$ cat src/rtl/special_reg_pkg.sv
// Shared constants and helpers for the LO/HI/STATUS special-register bank.
// Latency: n/a (definitions only).
// Backpressure: n/a (definitions only).
// STATUS bit positions are fixed. The context-frame struct is declared inside
// special_reg_bank because its field widths follow that module's DATA_W.
package special_reg_pkg;

    localparam int unsigned STATUS_OVF_BIT   = 0;
    localparam int unsigned STATUS_CARRY_BIT = 1;
    localparam int unsigned STATUS_NEG_BIT   = 2;
    localparam int unsigned STATUS_ZERO_BIT  = 3;
    localparam int unsigned STATUS_FLAG_W    = 4;

    // Packs the four ALU flags into the STATUS flag nibble.
    function automatic logic [STATUS_FLAG_W-1:0] status_flags(
        input logic ovf,
        input logic carry,
        input logic neg,
        input logic zero
    );
        logic [STATUS_FLAG_W-1:0] f;
        f                   = '0;
        f[STATUS_OVF_BIT]   = ovf;
        f[STATUS_CARRY_BIT] = carry;
        f[STATUS_NEG_BIT]   = neg;
        f[STATUS_ZERO_BIT]  = zero;
        return f;
    endfunction

endpackage

$ cat src/rtl/ctx_lifo.sv
// Generic LIFO of WIDTH-bit frames, DEPTH entries deep, with an occupancy count.
// Latency: a push or pop updates the count one cycle later. o_top_dat is a combinational read of the top frame.
// Backpressure: an illegal request pulses o_err for one cycle. Illegal requests are a push while full, a pop while empty, or a push and a pop in the same cycle.
// Ports: clock/reset (async, active-high), i_push/i_pop requests, i_push_dat
// write frame, o_top_dat top frame, o_pop_ok legal pop this cycle,
// o_full/o_empty/o_count occupancy, o_err registered error pulse.
module ctx_lifo #(
    parameter int unsigned WIDTH = 48,
    parameter int unsigned DEPTH = 4,
    parameter int unsigned CNT_W = $clog2(DEPTH + 1)
) (
    input  logic             clock,
    input  logic             reset,
    input  logic             i_push,
    input  logic             i_pop,
    input  logic [WIDTH-1:0] i_push_dat,
    output logic [WIDTH-1:0] o_top_dat,
    output logic             o_pop_ok,
    output logic             o_full,
    output logic             o_empty,
    output logic [CNT_W-1:0] o_count,
    output logic             o_err
);

    localparam int unsigned IDX_W = (DEPTH > 1) ? $clog2(DEPTH) : 1;

    logic [WIDTH-1:0] r_mem [DEPTH];
    logic [CNT_W-1:0] r_count;
    logic             r_err;

    logic             w_full;
    logic             w_empty;
    logic             w_push_ok;
    logic             w_pop_ok;
    logic             w_err;
    logic [IDX_W-1:0] w_wr_idx;
    logic [IDX_W-1:0] w_top_idx;

    assign w_full    = (r_count == CNT_W'(DEPTH));
    assign w_empty   = (r_count == '0);
    // A simultaneous push and pop cancel each other and count as an error.
    assign w_push_ok = i_push & ~i_pop & ~w_full;
    assign w_pop_ok  = i_pop & ~i_push & ~w_empty;
    assign w_err     = (i_push & i_pop) | (i_push & w_full) | (i_pop & w_empty);
    assign w_wr_idx  = IDX_W'(r_count);
    assign w_top_idx = IDX_W'(r_count - 1'b1);

    // Frame storage needs no reset: only entries below r_count are ever read.
    always_ff @(posedge clock) begin
        if (w_push_ok) begin
            r_mem[w_wr_idx] <= i_push_dat;
        end
    end

    always_ff @(posedge clock or posedge reset) begin
        if (reset) begin
            r_count <= '0;
            r_err   <= 1'b0;
        end else begin
            r_err <= w_err;
            if (w_push_ok) begin
                r_count <= r_count + 1'b1;
            end else if (w_pop_ok) begin
                r_count <= r_count - 1'b1;
            end
        end
    end

    assign o_top_dat = r_mem[w_top_idx];
    assign o_pop_ok  = w_pop_ok;
    assign o_full    = w_full;
    assign o_empty   = w_empty;
    assign o_count   = r_count;
    assign o_err     = r_err;

endmodule

$ cat src/rtl/special_reg_bank.sv
// LO/HI/STATUS special registers with a LIFO that saves and restores context on interrupt entry and exit.
// Latency: every update is visible one cycle after the triggering edge. All outputs are registered.
// Backpressure: none. An illegal push or pop is dropped and pulses stack_err for one cycle.
// Ports: clock/reset (async, active-high); write_lo/value_lo, write_hi/value_hi
// register writes; flag_update + overflow/carry/negative/zero ALU flags;
// status_write/status_value software STATUS write; ctx_push/ctx_pop context
// save/restore; data_lo/data_hi/data_status register outputs;
// stack_count/stack_full/stack_empty/stack_err stack state.
// Build option: define SPECIAL_REG_STICKY_FLAGS_EN to make flag_update OR the
// flags into STATUS (sticky). Without it, flag_update replaces them.
module special_reg_bank
    import special_reg_pkg::*;
#(
    parameter int unsigned DATA_W      = 16,
    parameter int unsigned STACK_DEPTH = 4,
    parameter int unsigned CNT_W       = $clog2(STACK_DEPTH + 1)
) (
    input  logic              clock,
    input  logic              reset,
    input  logic              write_lo,
    input  logic              write_hi,
    input  logic [DATA_W-1:0] value_lo,
    input  logic [DATA_W-1:0] value_hi,
    input  logic              flag_update,
    input  logic              overflow,
    input  logic              carry,
    input  logic              negative,
    input  logic              zero,
    input  logic              status_write,
    input  logic [DATA_W-1:0] status_value,
    input  logic              ctx_push,
    input  logic              ctx_pop,
    output logic [DATA_W-1:0] data_lo,
    output logic [DATA_W-1:0] data_hi,
    output logic [DATA_W-1:0] data_status,
    output logic [CNT_W-1:0]  stack_count,
    output logic              stack_full,
    output logic              stack_empty,
    output logic              stack_err
);

    typedef struct packed {
        logic [DATA_W-1:0] lo;
        logic [DATA_W-1:0] hi;
        logic [DATA_W-1:0] status;
    } ctx_frame_t;

    localparam int unsigned FRAME_W = $bits(ctx_frame_t);

    logic [DATA_W-1:0]        r_lo;
    logic [DATA_W-1:0]        r_hi;
    // Only the flag nibble is stored. The upper STATUS bits are constant zero.
    logic [STATUS_FLAG_W-1:0] r_status;

    ctx_frame_t               w_push_frame;
    ctx_frame_t               w_pop_frame;
    logic [FRAME_W-1:0]       w_top_dat;
    logic                     w_pop_ok;
    logic [STATUS_FLAG_W-1:0] w_alu_flags;

    assign w_push_frame = '{lo: r_lo, hi: r_hi, status: DATA_W'(r_status)};
    assign w_pop_frame  = ctx_frame_t'(w_top_dat);
    assign w_alu_flags  = status_flags(overflow, carry, negative, zero);

    ctx_lifo #(
        .WIDTH (FRAME_W),
        .DEPTH (STACK_DEPTH),
        .CNT_W (CNT_W)
    ) u_ctx_lifo (
        .clock      (clock),
        .reset      (reset),
        .i_push     (ctx_push),
        .i_pop      (ctx_pop),
        .i_push_dat (w_push_frame),
        .o_top_dat  (w_top_dat),
        .o_pop_ok   (w_pop_ok),
        .o_full     (stack_full),
        .o_empty    (stack_empty),
        .o_count    (stack_count),
        .o_err      (stack_err)
    );

    // A legal pop overrides every other write in that cycle. An illegal pop
    // falls through, so the ordinary writes still apply.
    always_ff @(posedge clock or posedge reset) begin
        if (reset) begin
            r_lo     <= '0;
            r_hi     <= '0;
            r_status <= '0;
        end else if (w_pop_ok) begin
            r_lo     <= w_pop_frame.lo;
            r_hi     <= w_pop_frame.hi;
            r_status <= w_pop_frame.status[STATUS_FLAG_W-1:0];
        end else begin
            if (write_lo) begin
                r_lo <= value_lo;
            end
            if (write_hi) begin
                r_hi <= value_hi;
            end
            if (status_write) begin
                r_status <= status_value[STATUS_FLAG_W-1:0];
            end else if (flag_update) begin
`ifdef SPECIAL_REG_STICKY_FLAGS_EN
                r_status <= r_status | w_alu_flags;
`else
                r_status <= w_alu_flags;
`endif
            end
        end
    end

    // The upper STATUS bits of software writes and popped frames are discarded.
    if (DATA_W > STATUS_FLAG_W) begin : g_status_hi
        logic w_unused_status_hi;
        assign w_unused_status_hi = ^{status_value[DATA_W-1:STATUS_FLAG_W],
                                      w_pop_frame.status[DATA_W-1:STATUS_FLAG_W]};
    end

    assign data_lo     = r_lo;
    assign data_hi     = r_hi;
    assign data_status = DATA_W'(r_status);

endmodule

$ cat config.mk
export PLATFORM = sky130hd
export DESIGN_NAME = special_reg_bank
export DESIGN_NICKNAME = d
export VERILOG_FILES = /design/src/rtl/special_reg_pkg.sv /design/src/rtl/ctx_lifo.sv /design/src/rtl/special_reg_bank.sv
export SDC_FILE = /design/constraint.sdc
export NUM_CORES = 1
export LEC_CHECK = 0
export ABC_AREA = 1
export CAP_MARGIN = 5
export CORE_MARGIN = 2
export CORE_UTILIZATION = 61
export CTS_BUF_LIST = sky130_fd_sc_hd__clkbuf_2
export DETAILED_ROUTE_END_ITERATION = 10
export PLACE_DENSITY_LB_ADDON = 0.1
export SYNTH_ARGS = -nofsm -noshare
export SYNTH_HDL_FRONTEND = slang
export SYNTH_SLANG_ARGS = --single-unit
$ cat constraint.sdc
create_clock -name clock -period 7.45 [get_ports clock]
set_clock_uncertainty 0.1 [all_clocks]
set_input_delay 1.49 -clock clock [delete_from_list [all_inputs] [get_ports clock]]
set_output_delay 1.49 -clock clock [all_outputs]
set_load 0.01 [all_outputs]
==> results.py <==
metrics = {
    "status": {
        "status": "finished clean",
    },
    "drt": {
        "wl_per_cell_um": 15.5,
        "drtPass1Iterations": 6,
        "drt_first_iter_violations": 427,
        "drc": 0,
        "via_per_inst": 5.14,
        "wl_um": 17900,
        "postRouteAntennaNets": 0,
        "via_count": 5921,
    },
    "synth": {
        "yosys_warnings": 0,
        "avgSynthCellArea_um2": 9.49,
        "synth-seq-cells": 184,
        "ys_seq_area_frac": 0.638,
        "syn_area_um2": 8340,
        "ys_types": 22,
        "syn_inst": 879,
    },
    "clock_network": {
        "cts_root_buf": "clkbuf_2",
        "cts_buffers": 17,
        "clk_pin_slew_worst_paths_ps": 220,
        "insertion_delay_ps": 730,
        "clockBufferDepth": 2,
        "cts_tree": "done",
        "postCtsHoldBufs": 0,
        "ctsResizeCount": 0,
        "cts-htree-levels": 4,
        "post-cts-setup-buffer-count": 0,
        "cts_sinks": 184,
    },
    "timing": {
        "hold_viol": 0,
        "worstMarginPinSlew_ps": 1060,
        "setup_slack_ps": 3130,
        "finalCritPeriodShare": 0.579,
        "setup_tns_ps": 0,
        "max_freq_mhz": 232,
        "post-route-min-period_ps": 4320,
        "rsz0062_at_grt": "false",
        "drv_slew": 0,
        "maxSlewHeadroom": 0.288,
        "setup_violations": 0,
    },
    "die": {
        "num_io_pins": 114,
        "dieArea_um2": 14600,
        "die_w_um": 121,
        "rows": 42,
        "core_area_um2": 13300,
        "start_util": 0.627,
        "die_h_um": 121,
    },
    "worst_setup_path": {
        "critPathKind": "flip-flop to output port",
        "crit_arrival_ps": 2730,
        "startpoint_type": "flip-flop",
        "endpoint_kind": "output port",
        "max_stage_delay_ps": 590,
        "cp_slowest_cell": "clkdlybuf4s50_1",
        "worstPathCellList": "inv_2, ha_1, ha_1, clkdlybuf4s50_1",
        "crit_fanout": 30,
        "worstPathRequired_ps": 5860,
        "cp_common_cell": "ha_1",
        "r2r_cells": 9,
    },
    "global_route": {
        "overflow": 0,
        "grt_first_pass_wirelength_um": 28600,
        "grtUsageTotal": 0.260,
        "grt_pass1_vias": 5924,
        "antenna_found_initial": 1,
        "grt_max_degree": 77,
    },
    "final_layout": {
        "nets": 1027,
        "final_layout_size_suffix_gt1_frac": 0.0606,
        "utilization": 0.721,
        "layout.area.seq_um2": 5330,
        "multiInputGateArea_um2": 2050,
        "fillers": 939,
        "synthToLayoutAreaGrowth_pct": 14.8,
    },
    "placed_design": {
        "gp_congestion": 0.761,
        "place_ws_ps": 3360,
        "numPortBuffers": 89,
        "dpl.hpwl_um": 10400,
    },
    "job": {
        "maxCapViolCount": 0,
    },
    "power_and_ir_drop": {
        "peakVddDrop_v": 0.000276,
        "p_leak_nw": 4.49,
        "p_per_area_nw_per_um2": 338,
    },
    "worst_hold_path": {
        "holdPathStages": 0,
        "min-delay-path-class": "flip-flop to flip-flop",
    },
}
-- metrics by stage --
step	hold slack, ps	instances	instance area [um2]	total power [mW]
2_1_floorplan	461	890	8380	2.27
5_1_grt	508	1151	9580	3.45
6_report	480	1151	9580	3.24
4_1_cts	483	1150	9580	3.25
3_5_place_dp	437	1118	9320	2.72
3_3_place_gp	418	1118	9320	2.68
-- state kept, by name, indices dropped and copies added, names as in the netlist --
signal              flops
data_lo                16
u_ctx_lifo.r_mem      144
r_status                4
u_ctx_lifo.o_count      3
data_hi                16
u_ctx_lifo.o_err        1
-- worst max-delay path: cells and delay by family, from the launching register on --
family	cells	cell delay, ps
buffers and inverters	2	990
flip-flops	1	450
adder cells (fa/ha/maj)	2	570
-- layout by cell type (no fill, tap or decap) --
cell type,netlist,routed
nand3_2,10,10
clkdlybuf4s50_1,0,89
nor2_1,6,2
buf_4,15,8
nand2_2,1,1
clkinv_4,0,1
a21oi_1,2,2
dfrtp_2,0,1
ha_1,6,6
inv_1,202,201
clkinv_2,0,3
nor3_4,1,1
diode_2,0,1
conb_1,1,12
inv_2,3,4
dfrtp_1,40,39
o21ai_0,36,36
clkbuf_2,2,22
nand3_1,100,100
clkinv_1,0,2
edfxtp_1,144,144
bufinv_16,0,4
xor2_1,1,1
nand2_1,281,281
nor2_4,0,4
-- power by group --
part / switching (mW) / internal (mW) / leakage [nW]
registers: 0.137 / 1.37 / 1.78
logic: 0.773 / 0.428 / 2.54
clock network: 0.313 / 0.224 / 0.167
total: 1.22 / 2.02 / 4.49
-- layout make-up --
cell class,instances,area share
Antenna cell,1,0.000261
Sequential cell,184,0.556
Multi-Input combinational cell,456,0.214
Timing Repair Buffer,97,0.0993
Tap cell,176,0.0230
Clock buffer,22,0.0115
Inverter,205,0.0803
Clock inverter,10,0.0158
-- worst paths after layout --
check                                       from  slack, ps                     end
max                        u_ctx_lifo.o_count[0]       3130             stack_empty
min                                   data_hi[0]        480  u_ctx_lifo.r_mem[0][4]
max reg2reg                u_ctx_lifo.o_count[0]       4300             data_hi[11]
min reg2reg                           data_hi[0]        480  u_ctx_lifo.r_mem[0][4]
max in group asynchronous                  reset       5340   u_ctx_lifo.o_count[0]
min in group asynchronous                  reset       1190              data_hi[9]
-- metal layers --
metal	track usage	up-vias	part of all wire
met4	0.108	0	0.018
met1	0.329	2795	0.41
met5	0	-	0
met3	0.0522	29	0.077
li1	-	2855	-
met2	0.439	242	0.49
-- cell families (layout without fill, tap and decap cells) --
kind of cell / after synthesis / count (layout) / share of synthesized area
other cells: 1 / 13 / 0.000450
simple gates: 399 / 399 / 0.204
buf+inv: 250 / 334 / 0.124
xor+xnor: 1 / 1 / 0.00105
fa+ha+maj: 6 / 6 / 0.00900
compound gates: 38 / 38 / 0.0228
flops: 184 / 184 / 0.638
-- cell usage after synthesis --
master,count,share of area
nor2_1,6,0.0027
ha_1,6,0.0090
inv_1,202,0.091
edfxtp_1,144,0.52
nand3_2,10,0.012
o21ai_0,36,0.022
dfrtp_1,40,0.12
inv_2,3,0.0013
clkbuf_1,11,0.0049
buf_6,2,0.0027
a21oi_1,2,0.0012
nand2_1,281,0.13
nor3_4,1,0.0020
buf_2,12,0.0072
xor2_1,1,0.0011
buf_8,1,0.0018
nand3_1,100,0.060
nand2_2,1,0.00075
buf_1,2,0.00090
clkbuf_2,2,0.0012
buf_4,15,0.013
conb_1,1,0.00045
No activity file was read; power rests on OpenSTA's default activity.
